File: src/rtl/alu_seq_if.sv
`default_nettype none
// ---------------------------------------------------------------------------
// alu_seq_if : request/response bus of the sequential ALU
// Revision   : 1.0
// ---------------------------------------------------------------------------
interface alu_seq_if #(
  parameter int WIDTH = 32
);
  logic             in_valid;
  logic             in_ready;
  logic [3:0]       command;
  logic [WIDTH-1:0] operandA;
  logic [WIDTH-1:0] operandB;
  logic             out_valid;
  logic             out_ready;
  logic [WIDTH-1:0] result;
  logic             carryout;
  logic             overflow;
  logic             zero;
  logic             illegal;

  modport master (
    output in_valid, command, operandA, operandB, out_ready,
    input  in_ready, out_valid, result, carryout, overflow, zero, illegal
  );

  modport slave (
    input  in_valid, command, operandA, operandB, out_ready,
    output in_ready, out_valid, result, carryout, overflow, zero, illegal
  );
endinterface
`default_nettype wire

File: src/rtl/alu_seq.sv
`default_nettype none
// ---------------------------------------------------------------------------
// alu_seq  : handshaked ALU, registered result, iterative shifts; multiply
//            is compiled only when ALU_SEQ_MUL_EN is defined
// Revision : 1.0
// ---------------------------------------------------------------------------
module alu_seq #(
  parameter int WIDTH = 32,
  parameter int SHW   = $clog2(WIDTH)
) (
  input  wire logic clk,
  input  wire logic rst_n,
  alu_seq_if.slave  bus
);

  localparam logic [3:0] OP_ADD  = 4'd0;
  localparam logic [3:0] OP_SUB  = 4'd1;
  localparam logic [3:0] OP_XOR  = 4'd2;
  localparam logic [3:0] OP_SLT  = 4'd3;
  localparam logic [3:0] OP_AND  = 4'd4;
  localparam logic [3:0] OP_NAND = 4'd5;
  localparam logic [3:0] OP_NOR  = 4'd6;
  localparam logic [3:0] OP_OR   = 4'd7;
  localparam logic [3:0] OP_SLL  = 4'd8;
  localparam logic [3:0] OP_SRL  = 4'd9;
  localparam logic [3:0] OP_SRA  = 4'd10;
`ifdef ALU_SEQ_MUL_EN
  localparam logic [3:0] OP_MUL  = 4'd11;
  localparam int         CW      = SHW + 1;
`else
  localparam int         CW      = SHW;
`endif

  typedef enum logic [1:0] {S_IDLE = 2'd0, S_BUSY = 2'd1, S_DONE = 2'd2} state_t;

  state_t           state_q, state_d;
  logic [3:0]       op_q, op_d;
  logic [WIDTH-1:0] acc_q, acc_d;
  logic [CW-1:0]    cnt_q, cnt_d;
  logic [WIDTH-1:0] result_q, result_d;
  logic             carry_q, carry_d;
  logic             ovf_q, ovf_d;
  logic             zero_q, zero_d;
  logic             illegal_q, illegal_d;
`ifdef ALU_SEQ_MUL_EN
  logic [WIDTH-1:0] mcand_q, mcand_d;
  logic [WIDTH-1:0] mplier_q, mplier_d;
`endif

  logic             sub;
  logic [WIDTH-1:0] b_eff;
  logic [WIDTH-1:0] sum;
  logic             cout;
  logic             cmsb;
  logic             add_ovf;
  logic [WIDTH-1:0] alu_res;
  logic             alu_arith;
  logic             alu_ill;
  logic [SHW-1:0]   amt;
  logic             is_shift;
  logic             go_busy;
  logic [WIDTH-1:0] step;

  // Single-cycle datapath works straight off the bus so it can be registered
  // on the handshake edge itself.
  always_comb begin
    sub          = (bus.command != OP_ADD);
    b_eff        = sub ? ~bus.operandB : bus.operandB;
    {cout, sum}  = {1'b0, bus.operandA} + {1'b0, b_eff} + {{WIDTH{1'b0}}, sub};
    cmsb         = bus.operandA[WIDTH-1] ^ b_eff[WIDTH-1] ^ sum[WIDTH-1];
    add_ovf      = cmsb ^ cout;
    amt          = bus.operandB[SHW-1:0];
    alu_res      = '0;
    alu_arith    = 1'b0;
    alu_ill      = 1'b0;
    is_shift     = 1'b0;
    case (bus.command)
      OP_ADD, OP_SUB: begin
        alu_res   = sum;
        alu_arith = 1'b1;
      end
      OP_XOR:  alu_res = bus.operandA ^ bus.operandB;
      OP_SLT:  alu_res = {{(WIDTH-1){1'b0}}, sum[WIDTH-1] ^ add_ovf};
      OP_AND:  alu_res = bus.operandA & bus.operandB;
      OP_NAND: alu_res = ~(bus.operandA & bus.operandB);
      OP_NOR:  alu_res = ~(bus.operandA | bus.operandB);
      OP_OR:   alu_res = bus.operandA | bus.operandB;
      OP_SLL, OP_SRL, OP_SRA: begin
        alu_res  = bus.operandA;
        is_shift = 1'b1;
      end
      default: alu_ill = 1'b1;
    endcase
    go_busy = is_shift && (amt != '0);
`ifdef ALU_SEQ_MUL_EN
    if (bus.command == OP_MUL) go_busy = 1'b1;
`endif
  end

  // One iteration of whichever multi-cycle operation is in flight.
  always_comb begin
    step = acc_q;
    case (op_q)
      OP_SLL:  step = acc_q << 1;
      OP_SRL:  step = acc_q >> 1;
      OP_SRA:  step = {acc_q[WIDTH-1], acc_q[WIDTH-1:1]};
`ifdef ALU_SEQ_MUL_EN
      OP_MUL:  step = acc_q + (mplier_q[0] ? mcand_q : '0);
`endif
      default: step = acc_q;
    endcase
  end

  always_comb begin
    state_d   = state_q;
    op_d      = op_q;
    acc_d     = acc_q;
    cnt_d     = cnt_q;
    result_d  = result_q;
    carry_d   = carry_q;
    ovf_d     = ovf_q;
    zero_d    = zero_q;
    illegal_d = illegal_q;
`ifdef ALU_SEQ_MUL_EN
    mcand_d   = mcand_q;
    mplier_d  = mplier_q;
`endif
    case (state_q)
      S_IDLE: begin
        if (bus.in_valid) begin
          op_d = bus.command;
          if (go_busy) begin
            state_d = S_BUSY;
            acc_d   = bus.operandA;
            cnt_d   = CW'(amt);
`ifdef ALU_SEQ_MUL_EN
            if (bus.command == OP_MUL) begin
              acc_d    = '0;
              cnt_d    = CW'(WIDTH);
              mcand_d  = bus.operandA;
              mplier_d = bus.operandB;
            end
`endif
          end else begin
            state_d   = S_DONE;
            result_d  = alu_res;
            carry_d   = alu_arith & cout;
            ovf_d     = alu_arith & add_ovf;
            zero_d    = (alu_res == '0);
            illegal_d = alu_ill;
          end
        end
      end
      S_BUSY: begin
        acc_d = step;
        cnt_d = cnt_q - CW'(1);
`ifdef ALU_SEQ_MUL_EN
        mcand_d  = mcand_q << 1;
        mplier_d = mplier_q >> 1;
`endif
        if (cnt_q == CW'(1)) begin
          state_d   = S_DONE;
          result_d  = step;
          carry_d   = 1'b0;
          ovf_d     = 1'b0;
          zero_d    = (step == '0);
          illegal_d = 1'b0;
        end
      end
      S_DONE: begin
        if (bus.out_ready) state_d = S_IDLE;
      end
      default: state_d = S_IDLE;
    endcase
  end

  always_ff @(posedge clk or negedge rst_n) begin
    if (!rst_n) begin
      state_q   <= S_IDLE;
      op_q      <= '0;
      acc_q     <= '0;
      cnt_q     <= '0;
      result_q  <= '0;
      carry_q   <= 1'b0;
      ovf_q     <= 1'b0;
      zero_q    <= 1'b1;
      illegal_q <= 1'b0;
`ifdef ALU_SEQ_MUL_EN
      mcand_q   <= '0;
      mplier_q  <= '0;
`endif
    end else begin
      state_q   <= state_d;
      op_q      <= op_d;
      acc_q     <= acc_d;
      cnt_q     <= cnt_d;
      result_q  <= result_d;
      carry_q   <= carry_d;
      ovf_q     <= ovf_d;
      zero_q    <= zero_d;
      illegal_q <= illegal_d;
`ifdef ALU_SEQ_MUL_EN
      mcand_q   <= mcand_d;
      mplier_q  <= mplier_d;
`endif
    end
  end

  assign bus.in_ready  = (state_q == S_IDLE);
  assign bus.out_valid = (state_q == S_DONE);
  assign bus.result    = result_q;
  assign bus.carryout  = carry_q;
  assign bus.overflow  = ovf_q;
  assign bus.zero      = zero_q;
  assign bus.illegal   = illegal_q;

endmodule
`default_nettype wire

File: src/flat_wrapper.sv
// flat-port wrapper written by rule: the top's interface ports become plain ports
module alu_seq_flat 
#(
  parameter int WIDTH = 32,
  parameter int SHW   = $clog2(WIDTH)
)
  (clk, rst_n, bus_in_valid, bus_command, bus_operandA, bus_operandB, bus_out_ready, bus_in_ready, bus_out_valid, bus_result, bus_carryout, bus_overflow, bus_zero, bus_illegal);
  alu_seq_if #(.WIDTH(WIDTH)) bus_i ();
  input  wire logic clk;
  input  wire logic rst_n;
  input wire logic [$bits(bus_i.in_valid)-1:0] bus_in_valid;
  input wire logic [$bits(bus_i.command)-1:0] bus_command;
  input wire logic [$bits(bus_i.operandA)-1:0] bus_operandA;
  input wire logic [$bits(bus_i.operandB)-1:0] bus_operandB;
  input wire logic [$bits(bus_i.out_ready)-1:0] bus_out_ready;
  output wire logic [$bits(bus_i.in_ready)-1:0] bus_in_ready;
  output wire logic [$bits(bus_i.out_valid)-1:0] bus_out_valid;
  output wire logic [$bits(bus_i.result)-1:0] bus_result;
  output wire logic [$bits(bus_i.carryout)-1:0] bus_carryout;
  output wire logic [$bits(bus_i.overflow)-1:0] bus_overflow;
  output wire logic [$bits(bus_i.zero)-1:0] bus_zero;
  output wire logic [$bits(bus_i.illegal)-1:0] bus_illegal;
  assign bus_i.in_valid = bus_in_valid;
  assign bus_i.command = bus_command;
  assign bus_i.operandA = bus_operandA;
  assign bus_i.operandB = bus_operandB;
  assign bus_i.out_ready = bus_out_ready;
  assign bus_in_ready = bus_i.in_ready;
  assign bus_out_valid = bus_i.out_valid;
  assign bus_result = bus_i.result;
  assign bus_carryout = bus_i.carryout;
  assign bus_overflow = bus_i.overflow;
  assign bus_zero = bus_i.zero;
  assign bus_illegal = bus_i.illegal;
  alu_seq #(.WIDTH(WIDTH), .SHW(SHW)) u_core (.clk(clk), .rst_n(rst_n), .bus(bus_i));
endmodule
File: config.mk
export PLATFORM = sky130hd
export DESIGN_NAME = alu_seq_flat
export DESIGN_NICKNAME = d
export VERILOG_FILES = /design/src/rtl/alu_seq_if.sv /design/src/rtl/alu_seq.sv /design/src/flat_wrapper.sv
export SDC_FILE = /design/constraint.sdc
export NUM_CORES = 1
export LEC_CHECK = 0
export ABC_CLOCK_PERIOD_IN_PS = 6420
export CAP_MARGIN = 20
export CORE_MARGIN = 2
export CORE_UTILIZATION = 30
export DETAILED_ROUTE_END_ITERATION = 16
export GPL_TIMING_DRIVEN = 0
export SYNTH_ARGS = -nofsm -noshare
export SYNTH_HDL_FRONTEND = slang
export SYNTH_SLANG_ARGS = --single-unit
File: constraint.sdc
create_clock -name clk -period 6.42 [get_ports clk]
set_clock_uncertainty 0.1 [all_clocks]
set_input_delay 1.284 -clock clk [delete_from_list [all_inputs] [get_ports clk]]
set_output_delay 1.284 -clock clk [all_outputs]
set_load 0.005 [all_outputs]
==> results by group <==
Yosys
  • Syn Area/Cell: 7.85 um2
  • Yosys warnings: 0
  • Net count after synthesis: 1310
  • Netlist Area Pre-Place: 8950 um2
  • Synth cell types: 73
  • Post-synthesis sequential area ratio: 22.1%
  • Synth Area in Simple Gates: 16.8%
  • Syn Inst Count: 1140
  • Post-synth ARST share: 100%
  • Synth Area in Compound Gates: 30.1%
  • Adder-cell share of the synthesized area: 13.8%
  • Main synth FF type: dfrtp_1
  • Post-synth EDFFs: 0
  • Seq cells post-synth: 79
  • Main combinational cell family by area after synthesis: compound AO/OA/AOI/OAI gates
  • Xor/xnor share of the synthesized area: 8.22%
  • Mux cell area share after synthesis: 1.94%

Floorplan
  • Die H: 177 um
  • Initial Util: 30.4%
  • FP Rows: 63
  • Full die area: 31200 um2
  • Core box area: 29500 um2
  • # IOs: 110
  • Chip width: 177 um

Global routing
  • Largest net degree at the start of global routing: 49
  • Initial antenna violation count: 0
  • Vias in the first global route: 9190
  • First-pass GRT wire length: 55.4 mm
  • GRT Total Usage: 23.4%
  • GR Overflow Total: 0

STA
  • Final setup fails: 0
  • Max Clk Rate: 162 MHz
  • Fin Hold WS: 374 ps
  • Slew Limit Fails: 0
  • Fin crit period: 6180 ps
  • RSZ-0062 raised after global routing: no
  • Max_slew headroom: 37.8%
  • Final period util: 96.2%
  • Final setup margin: 243 ps
  • Measured slew at the worst slew-check pin: 932 ps
  • Final Hold Viols: 0

Setup path
  • Critical path type: in -> reg
  • Crit end category: register
  • CP delay by family, top: compound AO/OA/AOI/OAI gates
  • Crit path required time: 6550 ps
  • CP Data Arrival Time: 6310 ps
  • Max stage delay on crit path: 580 ps
  • Worst Setup Start Kind: input port
  • Critical-path top delay cell: o21ai_0
  • Crit path cell chain: clkdlybuf4s50_1, or4_4, buf_6, clkbuf_1, xnor2_1, ha_1, clkbuf_1, nand4_1, o22ai_1, a21oi_1, a41oi_1, a311oi_2, o21ai_0, xnor2_1, a32o_1
  • Buffer and inverter count on the worst path: 4
  • Worst Path Max Fanout: 10

Power and ir drop
  • Power per Cell Area: 290 nW/um2
  • Maximum vdd drop: 0.146 mV
  • Leak: 4.76 nW

Clocking
  • CTS buffer count: 9
  • Clk Latency, worst-skew pair: 350 ps
  • CTS sink count: 79
  • Clk pin slew, worst setup/hold paths: 60 ps
  • H-tree levels: 3
  • Post-CTS setup buffers: 0
  • TritonCTS clock tree: yes
  • Cts hold-fix bufs: 0
  • Clock Root Buffer: clkbuf_16
  • Clock buffer depth: 2

Outcome
  • Outcome: completed

Place
  • HPWL Detailed: 29.2 mm
  • PortBufs: 106
  • GP Congestion: 0.966
  • Setup slack at placement: -354 ps

Drt
  • Avg WL per Cell: 22.3 um
  • First-pass iteration count of the detailed router: 7
  • Final wirelength: 37.0 mm
  • Vias post-DR: 9563
  • DR DRC count: 0
  • Remaining antenna violation count: 0
  • Initial DRC count: 1072
  • Vias/cell: 5.78

Hold path
  • Worst hold path class: reg -> reg

Cells and area
  • Area grow syn2layout: 21.2%
  • Fill count: 3178
  • Share of cells above drive strength 1: 3.87%
  • FF+latch area: 1980 um2
  • ANT cells: 0
  • Layout net count: 1430
  • Multi-input logic area: 6370 um2

Run
  • Max-cap violations: 0
## cell families after synthesis
family	after synthesis
buffers and inverters	163
muxes	17
DFF	79
xor gates and xnor gates	84
AOI/OAI and AO/OA	383
adders and majority gates	98
and+or+nand+nor	316
## worst reg2reg max path, cell delays in order, from the launching register on
cell and delay (ps):
dfrtp_1 420, nor2_1 80, and2_1 150, clkbuf_1 250, a22oi_1 550, clkbuf_1 590
buf_1 620, nand2_1 100, o21ai_0 90
## state kept, by name, indices dropped and copies added (netlist names)
signal and cells:
u_core.bus.overflow 1, u_core.bus.zero 1, u_core.cnt_q 5, u_core.acc_q 32
u_core.state_q 2, u_core.op_q 4, u_core.bus.result 32, u_core.bus.illegal 1
u_core.bus.carryout 1
## synthesized netlist by cell type (26+ instances only)
library cell / n / area, um2
o21ai_0: 89 / 445
a222oi_1: 31 / 310
xnor2_1: 50 / 438
nand2_1: 142 / 533
dfrtp_1: 78 / 1950
clkbuf_1: 70 / 263
a22oi_1: 26 / 195
xor2_1: 34 / 298
a21o_1: 34 / 255
inv_1: 81 / 304
nor2_1: 58 / 218
ha_1: 97 / 1210
a21oi_1: 57 / 285
## repair_timing
action / 4_1_cts / 5_1_grt
gates cloned: 0 / 0
gates resized for setup: 1 / 3
endpoints found under the setup margin: 1 / 2
## per-layer routing
layer | up-vias | share of wire, % | track usage, %
met5 | - | 0 | 0
met4 | 0 | 4.0 | 9.33
met3 | 92 | 6.4 | 2.32
met2 | 369 | 46 | 38.4
met1 | 4655 | 43 | 31.5
li1 | 4447 | - | -
## stage by stage
stage	power, W	setup TNS (ps)	cell area (um2)	util [%]	instances
floorplan	0.00188	0	8950	-	1140
global placement	0.00259	-852	10500	35.6	1636
detailed placement	0.00260	-883	10500	35.7	1638
CTS	0.00312	0	10800	36.7	1654
global route	0.00335	0	10800	36.8	1655
finish	0.00315	0	10800	36.8	1655
## area by class of cell
cell class                 instances  share of cell area, %
multi-input combinational        898                   58.7
buffer                            82                   3.01
inverter                          81                   2.80
tap                              390                   4.50
clock buffer                       9                   2.08
timing repair buffer             109                   10.1
clock inverter                     7                  0.577
sequential                        79                   18.2
## power breakdown
part	total, W	switching [W]	internal, W
registers	0.000934	0.000209	0.000725
clock network	0.000514	0.000242	0.000273
logic	0.00170	0.000987	0.000714
total	0.00315	0.00144	0.00171
## path summary, 6_finish.rpt
kind | start | endpoint | slack [ps] | cells past startpoint
max in group asynchronous | rst_n | u_core.bus.zero | 4790 | 2
min in group asynchronous | rst_n | u_core.bus.result[5] | 780 | 1
max | bus_command[2] | u_core.bus.overflow | 240 | 15
max reg2reg | u_core.state_q[1] | u_core.bus.result[22] | 3360 | 8
min | u_core.bus.result[13] | u_core.bus.result[13] | 370 | 2
min reg2reg | u_core.bus.result[13] | u_core.bus.result[13] | 370 | 2
## cells in the final DEF (no fill, tap or decap), drive strengths merged, types with 10 or more instances in the layout
master,n
a22oi,26
buf,15
a221oi,21
nand3,10
a21o,34
nand2b,11
dfrtp,78
a222oi,31
mux2i,14
xnor2,50
inv,87
a21oi,57
o21ai,94
clkdlybuf4s50,105
nor2,58
a211oi,16
xor2,34
ha,97
clkbuf,80
nand4,20
and2,13
o211ai,20
nand2,142
nor3,11
o31ai,17
Note: power is estimated with default switching activity, not from simulation.
